--- config.mk ---
export PLATFORM = sky130hd
export DESIGN_NAME = vtg_pattern_gen
export DESIGN_NICKNAME = d
export VERILOG_FILES = /design/src/rtl/vtg_pattern_gen.sv
export SDC_FILE = /design/constraint.sdc
export NUM_CORES = 1
export LEC_CHECK = 0
export CORE_UTILIZATION = 40
export CTS_CLUSTER_SIZE = 25
export DETAILED_ROUTE_END_ITERATION = 10
export HOLD_SLACK_MARGIN = 0.1
export PLACE_DENSITY_LB_ADDON = 0.25
export SKIP_LAST_GASP = 1
export SLEW_MARGIN = 40
export SYNTH_ARGS = -nofsm -noshare
export SYNTH_HDL_FRONTEND = slang
export SYNTH_SLANG_ARGS = --single-unit
--- constraint.sdc ---
create_clock -name clk -period 7.22 [get_ports clk]
set_clock_uncertainty 0.15 [all_clocks]
set_input_delay 1.083 -clock clk [delete_from_list [all_inputs] [get_ports clk]]
set_output_delay 1.083 -clock clk [all_outputs]
set_load 0.02 [all_outputs]
--- src/rtl/vtg_pattern_gen.sv ---
// Video timing and test-pattern generator: programmable DVI-style timing, pixel-enable divider,
// four test patterns, start-of-frame strobe and completed-frame counter.
module vtg_pattern_gen #(
  parameter int unsigned H_ACTIVE = 1024,
  parameter int unsigned H_FP     = 24,
  parameter int unsigned H_SYNC   = 136,
  parameter int unsigned H_BP     = 160,
  parameter int unsigned V_ACTIVE = 768,
  parameter int unsigned V_FP     = 3,
  parameter int unsigned V_SYNC   = 6,
  parameter int unsigned V_BP     = 29,
  parameter bit          HS_POL   = 1'b0,
  parameter bit          VS_POL   = 1'b0,
  parameter int unsigned CLK_DIV  = 1,
  parameter int unsigned CNT_W    = 12
) (
  input  logic        clk,
  input  logic        rst_n,
  input  logic        en,
  input  logic [1:0]  mode,
  input  logic [23:0] solid_rgb,
  output logic        pix_ce,
  output logic [23:0] rgb,
  output logic        rgb_de,
  output logic        hsync,
  output logic        vsync,
  output logic        sof,
  output logic [15:0] frame_cnt
);

  localparam int unsigned H_TOTAL = H_ACTIVE + H_FP + H_SYNC + H_BP;
  localparam int unsigned V_TOTAL = V_ACTIVE + V_FP + V_SYNC + V_BP;
  localparam int unsigned DIV_W   = (CLK_DIV > 1) ? $clog2(CLK_DIV) : 1;
  localparam int unsigned BAR_W   = (H_ACTIVE >= 8) ? H_ACTIVE / 8 : 1;

  localparam logic [DIV_W-1:0] DIV_LAST = DIV_W'(CLK_DIV - 1);
  localparam logic [CNT_W-1:0] H_LAST   = CNT_W'(H_TOTAL - 1);
  localparam logic [CNT_W-1:0] V_LAST   = CNT_W'(V_TOTAL - 1);
  localparam logic [CNT_W-1:0] H_ACT    = CNT_W'(H_ACTIVE);
  localparam logic [CNT_W-1:0] V_ACT    = CNT_W'(V_ACTIVE);
  localparam logic [CNT_W-1:0] HS_START = CNT_W'(H_ACTIVE + H_FP);
  localparam logic [CNT_W-1:0] HS_END   = CNT_W'(H_ACTIVE + H_FP + H_SYNC);
  localparam logic [CNT_W-1:0] VS_START = CNT_W'(V_ACTIVE + V_FP);
  localparam logic [CNT_W-1:0] VS_END   = CNT_W'(V_ACTIVE + V_FP + V_SYNC);

  logic [DIV_W-1:0] div_q, div_d;
  logic             pix_ce_q, pix_ce_d;
  logic [CNT_W-1:0] hcnt_q, hcnt_d, vcnt_q, vcnt_d;
  logic [1:0]       mode_q, mode_d;
  logic [23:0]      solid_q, solid_d;
  logic [23:0]      rgb_q, rgb_d;
  logic             de_q, de_d, hs_q, hs_d, vs_q, vs_d, sof_q, sof_d;
  logic [15:0]      frame_q, frame_d;

  logic        first_px, active, h_win, v_win;
  logic [1:0]  mode_eff;
  logic [23:0] solid_eff, bar_rgb, pat_rgb;
  logic [2:0]  bar_idx;

  // Divider: pix_ce is registered so it reads 0 while in reset even for CLK_DIV=1.
  always_comb begin
    div_d    = (div_q == DIV_LAST) ? '0 : div_q + DIV_W'(1);
    pix_ce_d = (div_d == DIV_LAST);
  end

  // Shadows are loaded on the (0,0) tick; that pixel already uses the freshly sampled values.
  always_comb begin
    first_px  = (hcnt_q == '0) && (vcnt_q == '0);
    mode_eff  = first_px ? mode : mode_q;
    solid_eff = first_px ? solid_rgb : solid_q;
    active    = (hcnt_q < H_ACT) && (vcnt_q < V_ACT);
    h_win     = (hcnt_q >= HS_START) && (hcnt_q < HS_END);
    v_win     = (vcnt_q >= VS_START) && (vcnt_q < VS_END);
  end

  // Bar index = min(hcnt / BAR_W, 7) via threshold compares instead of a divider.
  always_comb begin
    bar_idx = '0;
    for (int unsigned b = 1; b < 8; b++) begin
      if (hcnt_q >= CNT_W'(b * BAR_W)) bar_idx = 3'(b);
    end
  end

  always_comb begin
    unique case (bar_idx)
      3'd0:    bar_rgb = 24'hFFFFFF;
      3'd1:    bar_rgb = 24'hFFFF00;
      3'd2:    bar_rgb = 24'h00FFFF;
      3'd3:    bar_rgb = 24'h00FF00;
      3'd4:    bar_rgb = 24'hFF00FF;
      3'd5:    bar_rgb = 24'hFF0000;
      3'd6:    bar_rgb = 24'h0000FF;
      default: bar_rgb = 24'h000000;
    endcase
  end

  always_comb begin
    unique case (mode_eff)
      2'b00:   pat_rgb = bar_rgb;
      2'b01:   pat_rgb = {3{hcnt_q[7:0]}};
      2'b10:   pat_rgb = solid_eff;
      default: pat_rgb = (hcnt_q[5] ^ vcnt_q[5]) ? 24'h000000 : 24'hFFFFFF;
    endcase
  end

  always_comb begin
    hcnt_d  = hcnt_q;
    vcnt_d  = vcnt_q;
    mode_d  = mode_q;
    solid_d = solid_q;
    rgb_d   = rgb_q;
    de_d    = de_q;
    hs_d    = hs_q;
    vs_d    = vs_q;
    sof_d   = sof_q;
    frame_d = frame_q;
    if (pix_ce_q) begin
      if (!en) begin
        hcnt_d  = '0;
        vcnt_d  = '0;
        mode_d  = '0;
        solid_d = '0;
        rgb_d   = '0;
        de_d    = 1'b0;
        hs_d    = ~HS_POL;
        vs_d    = ~VS_POL;
        sof_d   = 1'b0;
      end else begin
        rgb_d = active ? pat_rgb : 24'h0;
        de_d  = active;
        hs_d  = h_win ? HS_POL : ~HS_POL;
        vs_d  = v_win ? VS_POL : ~VS_POL;
        sof_d = first_px;
        if (first_px) begin
          mode_d  = mode;
          solid_d = solid_rgb;
        end
        if (hcnt_q == H_LAST) begin
          hcnt_d = '0;
          if (vcnt_q == V_LAST) begin
            vcnt_d  = '0;
            frame_d = frame_q + 16'd1;
          end else begin
            vcnt_d = vcnt_q + CNT_W'(1);
          end
        end else begin
          hcnt_d = hcnt_q + CNT_W'(1);
        end
      end
    end
  end

  always_ff @(posedge clk) begin
    if (!rst_n) begin
      div_q    <= '0;
      pix_ce_q <= 1'b0;
      hcnt_q   <= '0;
      vcnt_q   <= '0;
      mode_q   <= '0;
      solid_q  <= '0;
      rgb_q    <= '0;
      de_q     <= 1'b0;
      hs_q     <= ~HS_POL;
      vs_q     <= ~VS_POL;
      sof_q    <= 1'b0;
      frame_q  <= '0;
    end else begin
      div_q    <= div_d;
      pix_ce_q <= pix_ce_d;
      hcnt_q   <= hcnt_d;
      vcnt_q   <= vcnt_d;
      mode_q   <= mode_d;
      solid_q  <= solid_d;
      rgb_q    <= rgb_d;
      de_q     <= de_d;
      hs_q     <= hs_d;
      vs_q     <= vs_d;
      sof_q    <= sof_d;
      frame_q  <= frame_d;
    end
  end

  assign pix_ce    = pix_ce_q;
  assign rgb       = rgb_q;
  assign rgb_de    = de_q;
  assign hsync     = hs_q;
  assign vsync     = vs_q;
  assign sof       = sof_q;
  assign frame_cnt = frame_q;

endmodule

=== Word level (Yosys, flattened, before mapping) ===
Cells that the tools add are included.
Widths: inputs -> output; s select.

* Bits in registers: 96
* Input bits: 29
* Output and inout bits: 45
* Word-level logic and storage cells: 80

* Add/sub/neg operators: 4
* Order comparisons: 13
* Eq/ne operators: 11
* Mux-type cells: 28
* Bitwise logic cells: 2
* Reduce and logical (&&, ||, !) cells: 10

{| class="wikitable"
|+ Operators with widths
! cell !! number
|-
| $pmux 24 s7 || 1
|-
| $mux 24 || 5
|-
| $pmux 24 s3 || 1
|-
| $ge 12x10->1 const B || 5
|-
| $mux 12 || 5
|-
| $add 12x1->12 const B || 2
|-
| $ge 12x9->1 const B || 2
|-
| $logic_not 12->1 || 2
|-
| $lt 12x10->1 const B || 2
|-
| $lt 12x11->1 const B || 2
|-
| $mux 3 || 6
|-
| $add 16x1->16 const B || 1
|-
| $eq 12x10->1 const B || 1
|-
| $eq 12x11->1 const B || 1
|-
| $ge 12x11->1 const B || 1
|-
| $ge 12x8->1 const B || 1
|-
| $eq 3x3->1 const B || 3
|-
| $mux 1 || 8
|-
| $eq 3x2->1 const B || 2
|-
| $logic_and 1x1->1 || 4
|-
| $mux 2 || 2
|-
| $reduce_and 4->1 || 1
|-
| $eq 3x1->1 const B || 1
|-
| $logic_not 3->1 || 1
|-
| other kinds (8) || 8
|}

=== Depth between registers and ports, before layout ===
Gate-level depths: netlist of the first run.

* Depth in word-level cells: 13
* Gate-level depth with buffers: 9

=== Least setup slack after synthesis of the first run ===
OpenSTA, ideal clock, no wires.

* Path kind: reg-to-reg
* From: reg hcnt_q[5]
* To: reg rgb_q[6], in the netlist rgb[6]
* Arrival: 2,283 ps
* Required time: 6,948 ps
* Setup slack: 4,665 ps
* Stages on the path, launching flop included: 8
* Path buffers: 2
* Cells stage by stage: dfxtp_1 clkbuf_1 or3_1 nor3_2 mux2_2 buf_2 o22a_2 o311a_1

* Word-level cells in the longest chain between the ends: 13

{| class="wikitable"
|+ RTL lines
! what !! line !! text
|-
| from (decl) || 48 || <nowiki>logic [CNT_W-1:0] hcnt_q, hcnt_d, vcnt_q, vcnt_d;</nowiki>
|-
| from (signal assigned) || 170 || <nowiki>hcnt_q <= hcnt_d;</nowiki>
|-
| $ge 12x8->1 || 80 || <nowiki>if (hcnt_q >= CNT_W'(b * BAR_W)) bar_idx = 3'(b);</nowiki>
|-
| $mux 1 || 80 ||
|-
| $mux 3 (6 in a row) || 80 ||
|-
| $eq 3x3->1 (tied with other cells) || 85 || <nowiki>unique case (bar_idx)</nowiki>
|-
| $pmux 24 s7 || 85 ||
|-
| $pmux 24 s3 || 98 || <nowiki>unique case (mode_eff)</nowiki>
|-
| $mux 24 (*) || 129 || <nowiki>rgb_d = active ? pat_rgb : 24'h0;</nowiki>
|-
| $mux 24 (*) || 118 || <nowiki>if (!en) begin</nowiki>
|-
| to (signal assigned) || 174 || <nowiki>rgb_q <= rgb_d;</nowiki>
|-
| to (decl) || 51 || <nowiki>logic [23:0] rgb_q, rgb_d;</nowiki>
|}

Mark *: on every way between the ends. The rest lies on a longest branch, timed or not.
A chain may end at the register's enable or synchronous reset.

=== Worst setup path in the final report of the first run ===
* From: in en
* To: reg frame_q[13], in the netlist frame_cnt[13]

* Word-level cells in the longest chain between the ends: 1

{| class="wikitable"
|+ RTL lines
! what !! line !! text
|-
| from (decl) || 19 || <nowiki>input logic en,</nowiki>
|-
| $reduce_and 4->1 (no source line) || n/a ||
|-
| to (signal assigned) || 179 || <nowiki>frame_q <= frame_d;</nowiki>
|-
| to (decl) || 53 || <nowiki>logic [15:0] frame_q, frame_d;</nowiki>
|}

Every way passes these cells.

==> run_summary.xml, run 1 <==
<?xml version="1.0" encoding="UTF-8"?>
<metrics>
  <group name="timing">
    <metric name="rsz_0062_raised_after_global_routing" unit="">no</metric>
    <metric name="period_share" unit="%">44.6</metric>
    <metric name="finalSetupViolCount" unit="">0</metric>
    <metric name="final.setup.tns" unit="ps">0</metric>
    <metric name="timing.fmax" unit="MHz">311</metric>
    <metric name="timing.final.crit_period" unit="ps">3220</metric>
    <metric name="final_number_of_max_transition_violations" unit="">0</metric>
    <metric name="worst_hold_slack" unit="ps">333</metric>
    <metric name="final-hold-violation-count" unit="">0</metric>
    <metric name="max_slew_margin" unit="%">51.5</metric>
    <metric name="max_slew.worst_pin.slew" unit="ps">728</metric>
  </group>
  <group name="logic_synthesis">
    <metric name="syn_area" unit="mm²">0.00507</metric>
    <metric name="synth.ff_latch_count" unit="">95</metric>
    <metric name="synth_compound_gate_area_share" unit="%">23.4</metric>
    <metric name="post_synth_and_or_nand_nor_area_fraction" unit="%">24.1</metric>
    <metric name="synth-async-reset-ratio" unit="%">0</metric>
    <metric name="synth_top_cells_by_area" unit="">sky130_fd_sc_hd__dfxtp_1 37%, sky130_fd_sc_hd__nor2_1 7.1%, sky130_fd_sc_hd__a21oi_1 5.6%</metric>
    <metric name="ys_types" unit="">47</metric>
    <metric name="synth.mux.area_fraction" unit="%">1.06</metric>
    <metric name="gate_count_after_technology_mapping" unit="">632</metric>
    <metric name="synth-edff-count" unit="">0</metric>
    <metric name="synth.yosys.seq_area_share" unit="%">37.5</metric>
    <metric name="synthXorXnorAreaFrac" unit="%">5.18</metric>
    <metric name="yosys.area.top_type_share" unit="%">37.5</metric>
    <metric name="post-synth-top-area-cell" unit="">sky130_fd_sc_hd__dfxtp_1</metric>
    <metric name="mappedNetlistNets" unit="">668</metric>
    <metric name="synthAdderAreaFrac" unit="%">1.73</metric>
    <metric name="synth_flop_cell" unit="">sky130_fd_sc_hd__dfxtp_1</metric>
    <metric name="synth.top_cells.by_count" unit="">96 x sky130_fd_sc_hd__nor2_1, 95 x sky130_fd_sc_hd__dfxtp_1, 57 x sky130_fd_sc_hd__a21oi_1, 38 x sky130_fd_sc_hd__clkbuf_1, 34 x sky130_fd_sc_hd__inv_1</metric>
    <metric name="combinational_family_with_the_most_area_after_synthesis" unit="">simple AND/OR/NAND/NOR gates</metric>
    <metric name="synth.yosys.warnings" unit="">0</metric>
    <metric name="synthMostInstantiatedCell" unit="">sky130_fd_sc_hd__nor2_1</metric>
    <metric name="mapped_avg_cell_area" unit="µm²">8.03</metric>
  </group>
  <group name="global_route">
    <metric name="grt_pass1_vias" unit="">4579</metric>
    <metric name="pin_count_of_the_biggest_net_entering_global_routing" unit="">79</metric>
    <metric name="antenna_violations_before_repair" unit="">0</metric>
    <metric name="remaining_global_route_overflow" unit="">0</metric>
    <metric name="grtUsageTotal" unit="%">23.1</metric>
    <metric name="grt_pass1_wl" unit="µm">23600</metric>
  </group>
  <group name="clock_tree">
    <metric name="post_cts_buffers" unit="">0</metric>
    <metric name="worstSkewPairLatency" unit="ps">340</metric>
    <metric name="cts.repair.resized" unit="">0</metric>
    <metric name="tritoncts" unit="">done</metric>
    <metric name="clk_path_buf_depth" unit="">2</metric>
    <metric name="clk_transition_reported_paths" unit="ps">70</metric>
    <metric name="root_buffer" unit="">sky130_fd_sc_hd__clkbuf_16</metric>
    <metric name="cts_hold_buf" unit="">0</metric>
    <metric name="h_tree_levels" unit="">3</metric>
    <metric name="numClockSinks" unit="">95</metric>
    <metric name="number_of_buffers_inserted_during_clock_tree_synthesis" unit="">9</metric>
  </group>
  <group name="final_layout">
    <metric name="drive_gt1_share" unit="%">6.39</metric>
    <metric name="final_nets" unit="">704</metric>
    <metric name="layout.core_utilization" unit="%">50.5</metric>
    <metric name="final.fill_count" unit="">1241</metric>
    <metric name="num_antenna_cells" unit="">0</metric>
    <metric name="flow.area_growth_from_synthesis" unit="%">21.6</metric>
  </group>
  <group name="status">
    <metric name="run_status" unit="">finished clean</metric>
  </group>
  <group name="drt">
    <metric name="detail_route.wirelength" unit="µm">14400</metric>
    <metric name="drtAntennaViolNets" unit="">0</metric>
    <metric name="dr.first_iter.drc_count" unit="">358</metric>
    <metric name="wl_per_cell" unit="µm">17.1</metric>
    <metric name="detailroute.via_count" unit="">4734</metric>
    <metric name="detail_route.vias_per_cell" unit="">5.63</metric>
    <metric name="remaining_drc_errors" unit="">0</metric>
    <metric name="drt_first_pass_iters" unit="">5</metric>
  </group>
  <group name="worst_setup_path">
    <metric name="critPathLaunchType" unit="">input pin</metric>
    <metric name="critical_path_cell_count" unit="">6</metric>
    <metric name="critPathMaxStageDelay" unit="ps">710</metric>
    <metric name="crit_path_max_fanout" unit="">13</metric>
    <metric name="slowest_stage" unit="">sky130_fd_sc_hd__nor4_4</metric>
    <metric name="worst_setup_path_end_kind" unit="">register</metric>
    <metric name="criticalPathCategory" unit="">input pin to register</metric>
    <metric name="worst_ep_arrival_time" unit="ps">3310</metric>
    <metric name="cp_top_family" unit="">simple AND/OR/NAND/NOR gates</metric>
    <metric name="cp.buffers_inverters" unit="">1</metric>
    <metric name="ff2ff_path_depth" unit="">6</metric>
    <metric name="worstPathCellList" unit="">clkdlybuf4s50_1 -&gt; nand2_1 -&gt; nor4_4 -&gt; nand4_1 -&gt; xnor2_1 -&gt; and2_1</metric>
    <metric name="timing.critical_path.required" unit="ps">7310</metric>
  </group>
  <group name="floorplanning">
    <metric name="initial_core_util" unit="%">41.6</metric>
    <metric name="area_of_the_core" unit="mm²">0.0122</metric>
    <metric name="ios" unit="">74</metric>
    <metric name="num_rows" unit="">40</metric>
    <metric name="die_h" unit="µm">115</metric>
    <metric name="chipWidth" unit="µm">115</metric>
    <metric name="die_area" unit="mm²">0.0131</metric>
  </group>
  <group name="worst_hold_path">
    <metric name="min_path_type" unit="">register to register</metric>
    <metric name="min_path_cells" unit="">2</metric>
  </group>
  <group name="pwr">
    <metric name="total_leakage_power" unit="µW">0.00233</metric>
    <metric name="p_per_area" unit="mW/mm²">207</metric>
    <metric name="peakVddDrop" unit="µV">120</metric>
  </group>
  <group name="placement">
    <metric name="gp_routability_congestion" unit="">0.815</metric>
    <metric name="place.detailed.hpwl" unit="µm">9410</metric>
    <metric name="place.port_buffers" unit="">73</metric>
  </group>
  <group name="job">
    <metric name="max_cap_viol_count" unit="">0</metric>
  </group>
</metrics>
[cell type report]
cell class | instances | area (µm²) | share of cell area [%]
inverters | 34 | 128 | 2.07
well taps | 168 | 210 | 3.41
clock buffers | 11 | 253 | 4.10
clock inverters | 5 | 80.1 | 1.30
repair buffers | 78 | 753 | 12.2
multi-input cells | 450 | 2840 | 46.1
flip-flops and latches | 95 | 1900 | 30.9
[final timing paths]
check	startpoint	end	slack (ps)
min reg2reg	rgb_de$_SDFFE_PN0P_	rgb_de$_SDFFE_PN0P_	330
max	en	frame_cnt[13]$_SDFFE_PN0P_	4000
min	rgb_de$_SDFFE_PN0P_	rgb_de$_SDFFE_PN0P_	330
max reg2reg	hcnt_q[11]$_SDFFE_PN0P_	rgb[21]$_SDFFE_PN0P_	4150
[power breakdown]
part | switching (µW) | total (µW) | internal [µW] | leakage [µW]
clock | 205 | 527 | 322 | 0.000158
sequential | 14.1 | 554 | 540 | 0.000771
combinational | 117 | 196 | 79.7 | 0.00140
[per-stage QoR]
step | instance area, µm² | instances | total power, µW | worst slack, ps
2_1_floorplan | 5070 | 632 | 689 | 4670
3_3_place_gp | 5820 | 825 | 757 | 3470
3_5_place_dp | 5830 | 825 | 761 | 3650
4_1_cts | 6160 | 841 | 1290 | 3900
5_1_grt | 6170 | 841 | 1330 | 3860
6_report | 6170 | 841 | 1280 | 4000
[per-layer routing]
metal	track usage (%)	vias to the layer above	wire, µm
met3	4.39	36	761
met2	37.5	153	6630
met1	29.3	2261	6550
met5	0	-	0
met4	11.5	0	469
li1	-	2284	-
[state kept, by name, summed over array words and instances, names as in the netlist, 2 cells and up]
name,flops
frame_cnt,16
hcnt_q,12
mode_q,2
rgb,24
solid_q,24
vcnt_q,12
[cells by family (layout without fill, tap and decap cells)]
| kind of cell | Yosys count | after routing |
|---|---|---|
| AND/OR/NAND/NOR | 237 | 237 |
| AO/OA/AOI/OAI | 172 | 172 |
| flip-flops | 95 | 95 |
| buffers and inverters | 87 | 128 |
| XOR/XNOR | 30 | 30 |
| adder cells (fa/ha/maj) | 7 | 7 |
| multiplexers | 4 | 4 |
[worst min-delay path, stage by stage (launching register included)]
cell                       delay (ps)
sky130_fd_sc_hd__dfxtp_1          310
sky130_fd_sc_hd__nand2b_1          60
sky130_fd_sc_hd__a21boi_0          70
[cells in the final DEF, fill, tap and decap left out, types with 5 or more instances in the layout]
cell                              synthesis  routed
sky130_fd_sc_hd__clkbuf_16                0       9
sky130_fd_sc_hd__o21ai_0                 30      30
sky130_fd_sc_hd__nand2_1                 24      24
sky130_fd_sc_hd__a21oi_1                 57      57
sky130_fd_sc_hd__nor3_1                   7       7
sky130_fd_sc_hd__nand4_1                 15      15
sky130_fd_sc_hd__o22a_1                  21      21
sky130_fd_sc_hd__ha_1                     7       7
sky130_fd_sc_hd__o311a_1                 25      25
sky130_fd_sc_hd__dfxtp_1                 95      93
sky130_fd_sc_hd__a22oi_1                 26      26
sky130_fd_sc_hd__xnor2_1                 18      18
sky130_fd_sc_hd__inv_1                   34      34
sky130_fd_sc_hd__or3_1                    7       6
sky130_fd_sc_hd__and2_1                  19      19
sky130_fd_sc_hd__nand3_1                 14      14
sky130_fd_sc_hd__clkdlybuf4s50_1          0      70
sky130_fd_sc_hd__nor2b_1                 31      31
sky130_fd_sc_hd__buf_4                    1       5
sky130_fd_sc_hd__xor2_1                  12      12
sky130_fd_sc_hd__nor2_1                  96      96
Note: power is estimated with default switching activity, not from simulation.
==> run 2: changes to the inputs <==
- clock period: 7.22 -> 3 ns (I/O delays scaled with it)
==> run_summary.xml, run 2 (synthesis results as in run 1) <==
<?xml version="1.0" encoding="UTF-8"?>
<metrics>
  <group name="global_route">
    <metric name="grt_pass1_wl" unit="µm">23900</metric>
    <metric name="grt_pass1_vias" unit="">4730</metric>
    <metric name="pin_count_of_the_biggest_net_entering_global_routing" unit="">37</metric>
    <metric name="grtUsageTotal" unit="%">23.5</metric>
    <metric name="antenna_violations_before_repair" unit="">0</metric>
    <metric name="remaining_global_route_overflow" unit="">0</metric>
  </group>
  <group name="clock_tree">
    <metric name="cts_hold_buf" unit="">0</metric>
    <metric name="tritoncts" unit="">done</metric>
    <metric name="root_buffer" unit="">sky130_fd_sc_hd__clkbuf_16</metric>
    <metric name="worstSkewPairLatency" unit="ps">350</metric>
    <metric name="clk_path_buf_depth" unit="">2</metric>
    <metric name="number_of_buffers_inserted_during_clock_tree_synthesis" unit="">9</metric>
    <metric name="h_tree_levels" unit="">3</metric>
    <metric name="numClockSinks" unit="">95</metric>
    <metric name="cts.repair.resized" unit="">0</metric>
    <metric name="post_cts_buffers" unit="">0</metric>
    <metric name="clk_transition_reported_paths" unit="ps">60</metric>
  </group>
  <group name="worst_setup_path">
    <metric name="critPathLaunchType" unit="">register</metric>
    <metric name="critPathMaxStageDelay" unit="ps">640</metric>
    <metric name="timing.critical_path.required" unit="ps">3140</metric>
    <metric name="worst_ep_arrival_time" unit="ps">2860</metric>
    <metric name="worst_setup_path_end_kind" unit="">register</metric>
    <metric name="crit_path_max_fanout" unit="">8</metric>
    <metric name="crit_reg_reg_endpoint" unit="">rgb[12]$_SDFFE_PN0P_</metric>
    <metric name="slowest_stage" unit="">sky130_fd_sc_hd__nor4_2</metric>
    <metric name="cp.buffers_inverters" unit="">0</metric>
    <metric name="cp_top_family" unit="">simple AND/OR/NAND/NOR gates</metric>
    <metric name="ff2ff_setup_slack" unit="ps">280</metric>
    <metric name="ff2ff_path_depth" unit="">6</metric>
    <metric name="worstPathCellList" unit="">nor3_1 -&gt; nand4_1 -&gt; or3_1 -&gt; mux2i_4 -&gt; nor4_2 -&gt; o311a_1</metric>
    <metric name="crit-reg2reg-launch" unit="">vcnt_q[4]$_SDFFE_PN0P_</metric>
    <metric name="criticalPathCategory" unit="">register to register</metric>
  </group>
  <group name="final_layout">
    <metric name="flow.area_growth_from_synthesis" unit="%">24.9</metric>
    <metric name="final_nets" unit="">727</metric>
    <metric name="layout.core_utilization" unit="%">51.9</metric>
    <metric name="drive_gt1_share" unit="%">8.62</metric>
    <metric name="num_antenna_cells" unit="">0</metric>
    <metric name="mostFrequentLayoutCells" unit="">96 x sky130_fd_sc_hd__nor2_1, 94 x sky130_fd_sc_hd__dfxtp_1, 72 x sky130_fd_sc_hd__clkdlybuf4s50_1, 57 x sky130_fd_sc_hd__a21oi_1, 34 x sky130_fd_sc_hd__inv_1</metric>
    <metric name="post-route-cell-area" unit="mm²">0.00634</metric>
    <metric name="mostFrequentLayoutCell" unit="">sky130_fd_sc_hd__nor2_1</metric>
  </group>
  <group name="floorplanning">
    <metric name="die_h" unit="µm">115</metric>
    <metric name="area_of_the_core" unit="mm²">0.0122</metric>
    <metric name="die_area" unit="mm²">0.0131</metric>
    <metric name="ios" unit="">74</metric>
    <metric name="num_rows" unit="">40</metric>
    <metric name="chipWidth" unit="µm">115</metric>
    <metric name="initial_core_util" unit="%">41.6</metric>
  </group>
  <group name="drt">
    <metric name="drtAntennaViolNets" unit="">0</metric>
    <metric name="wl_per_cell" unit="µm">16.9</metric>
    <metric name="detail_route.vias_per_cell" unit="">5.64</metric>
    <metric name="drt_first_pass_iters" unit="">5</metric>
    <metric name="detail_route.wirelength" unit="µm">14600</metric>
    <metric name="detailroute.via_count" unit="">4873</metric>
    <metric name="dr.first_iter.drc_count" unit="">342</metric>
    <metric name="remaining_drc_errors" unit="">0</metric>
  </group>
  <group name="timing">
    <metric name="final-hold-violation-count" unit="">0</metric>
    <metric name="finalSetupViolCount" unit="">0</metric>
    <metric name="timing.fmax" unit="MHz">368</metric>
    <metric name="final.setup.tns" unit="ps">0</metric>
    <metric name="worst_hold_slack" unit="ps">312</metric>
    <metric name="timing.final.crit_period" unit="ps">2720</metric>
    <metric name="rsz_0062_raised_after_global_routing" unit="">no</metric>
    <metric name="max_slew_margin" unit="%">44.9</metric>
    <metric name="period_share" unit="%">90.6</metric>
    <metric name="max_slew.worst_pin.slew" unit="ps">819</metric>
    <metric name="final_number_of_max_transition_violations" unit="">0</metric>
  </group>
  <group name="pwr">
    <metric name="power_total" unit="µW">3060</metric>
    <metric name="p_per_area" unit="mW/mm²">483</metric>
    <metric name="peakVddDrop" unit="µV">325</metric>
    <metric name="total_leakage_power" unit="µW">0.00244</metric>
  </group>
  <group name="placement">
    <metric name="place.detailed.hpwl" unit="µm">10000</metric>
    <metric name="place.port_buffers" unit="">73</metric>
    <metric name="postPlaceCellArea" unit="mm²">0.00601</metric>
    <metric name="gp_routability_congestion" unit="">0.842</metric>
  </group>
  <group name="status">
    <metric name="run_status" unit="">finished clean</metric>
  </group>
  <group name="worst_hold_path">
    <metric name="min_path_type" unit="">input pin to register</metric>
    <metric name="launch_instance_of_the_worst_min_delay_path" unit="">rst_n</metric>
    <metric name="min_delay_worst_endpoint" unit="">vsync$_SDFFE_PN1P_</metric>
    <metric name="min_path_cells" unit="">2</metric>
  </group>
  <group name="job">
    <metric name="max_cap_viol_count" unit="">0</metric>
  </group>
</metrics>
[run 2: changes by cell type in the layout (fill, tap and decap cells not counted), moves of 2 or more]
cell,change
sky130_fd_sc_hd__buf_2,-2
sky130_fd_sc_hd__buf_4,+22
sky130_fd_sc_hd__clkbuf_1,+2
sky130_fd_sc_hd__clkbuf_8,-2
sky130_fd_sc_hd__clkdlybuf4s50_1,+2
[run 2: area by class of cell]
type                            count  area [µm²]
Fill cell                        1186        5880
Tap cell                          168         210
Timing Repair Buffer              101         948
Multi-Input combinational cell    450        2830
Clock inverter                      5        81.3
Sequential cell                    95        1900
Clock buffer                       11         233
Inverter                           34         128
[run 2: metrics by stage]
stage | std cells | worst slack (ps)
global placement | 848 | 303
floorplan | 632 | 445
CTS | 864 | 240
global route | 864 | 174
finish | 864 | 281
detailed placement | 848 | 258
[run 2: worst max path at each step]
stage / from / to / slack, ps / cells after the start
finish: vcnt_q[4]$_SDFFE_PN0P_ / rgb[12]$_SDFFE_PN0P_ / 280 / 6
global route: vcnt_q[4]$_SDFFE_PN0P_ / rgb[10]$_SDFFE_PN0P_ / 170 / 6
CTS: vcnt_q[4]$_SDFFE_PN0P_ / rgb[22]$_SDFFE_PN0P_ / 240 / 6
detailed placement: vcnt_q[4]$_SDFFE_PN0P_ / rgb[22]$_SDFFE_PN0P_ / 260 / 6
global placement: vcnt_q[4]$_SDFFE_PN0P_ / rgb[2]$_SDFFE_PN0P_ / 300 / 6
floorplan: hcnt_q[5]$_SDFFE_PN0P_ / rgb[6]$_SDFFE_PN0P_ / 450 / 7
[run 2: power breakdown]
part | internal (µW) | total, µW | switching, µW
registers | 1300 | 1330 | 29.0
clock network | 733 | 1230 | 498
logic | 208 | 501 | 294
total | 2240 | 3060 | 821
[run 2: per-layer routing]
metal / global-route usage, % / vias up / routed length (µm)
li1: - / 2326 / -
met1: 28.3 / 2344 / 6310
met2: 40.5 / 178 / 7130
met3: 5.51 / 25 / 831
met4: 8.83 / 0 / 368
met5: 0 / - / 0
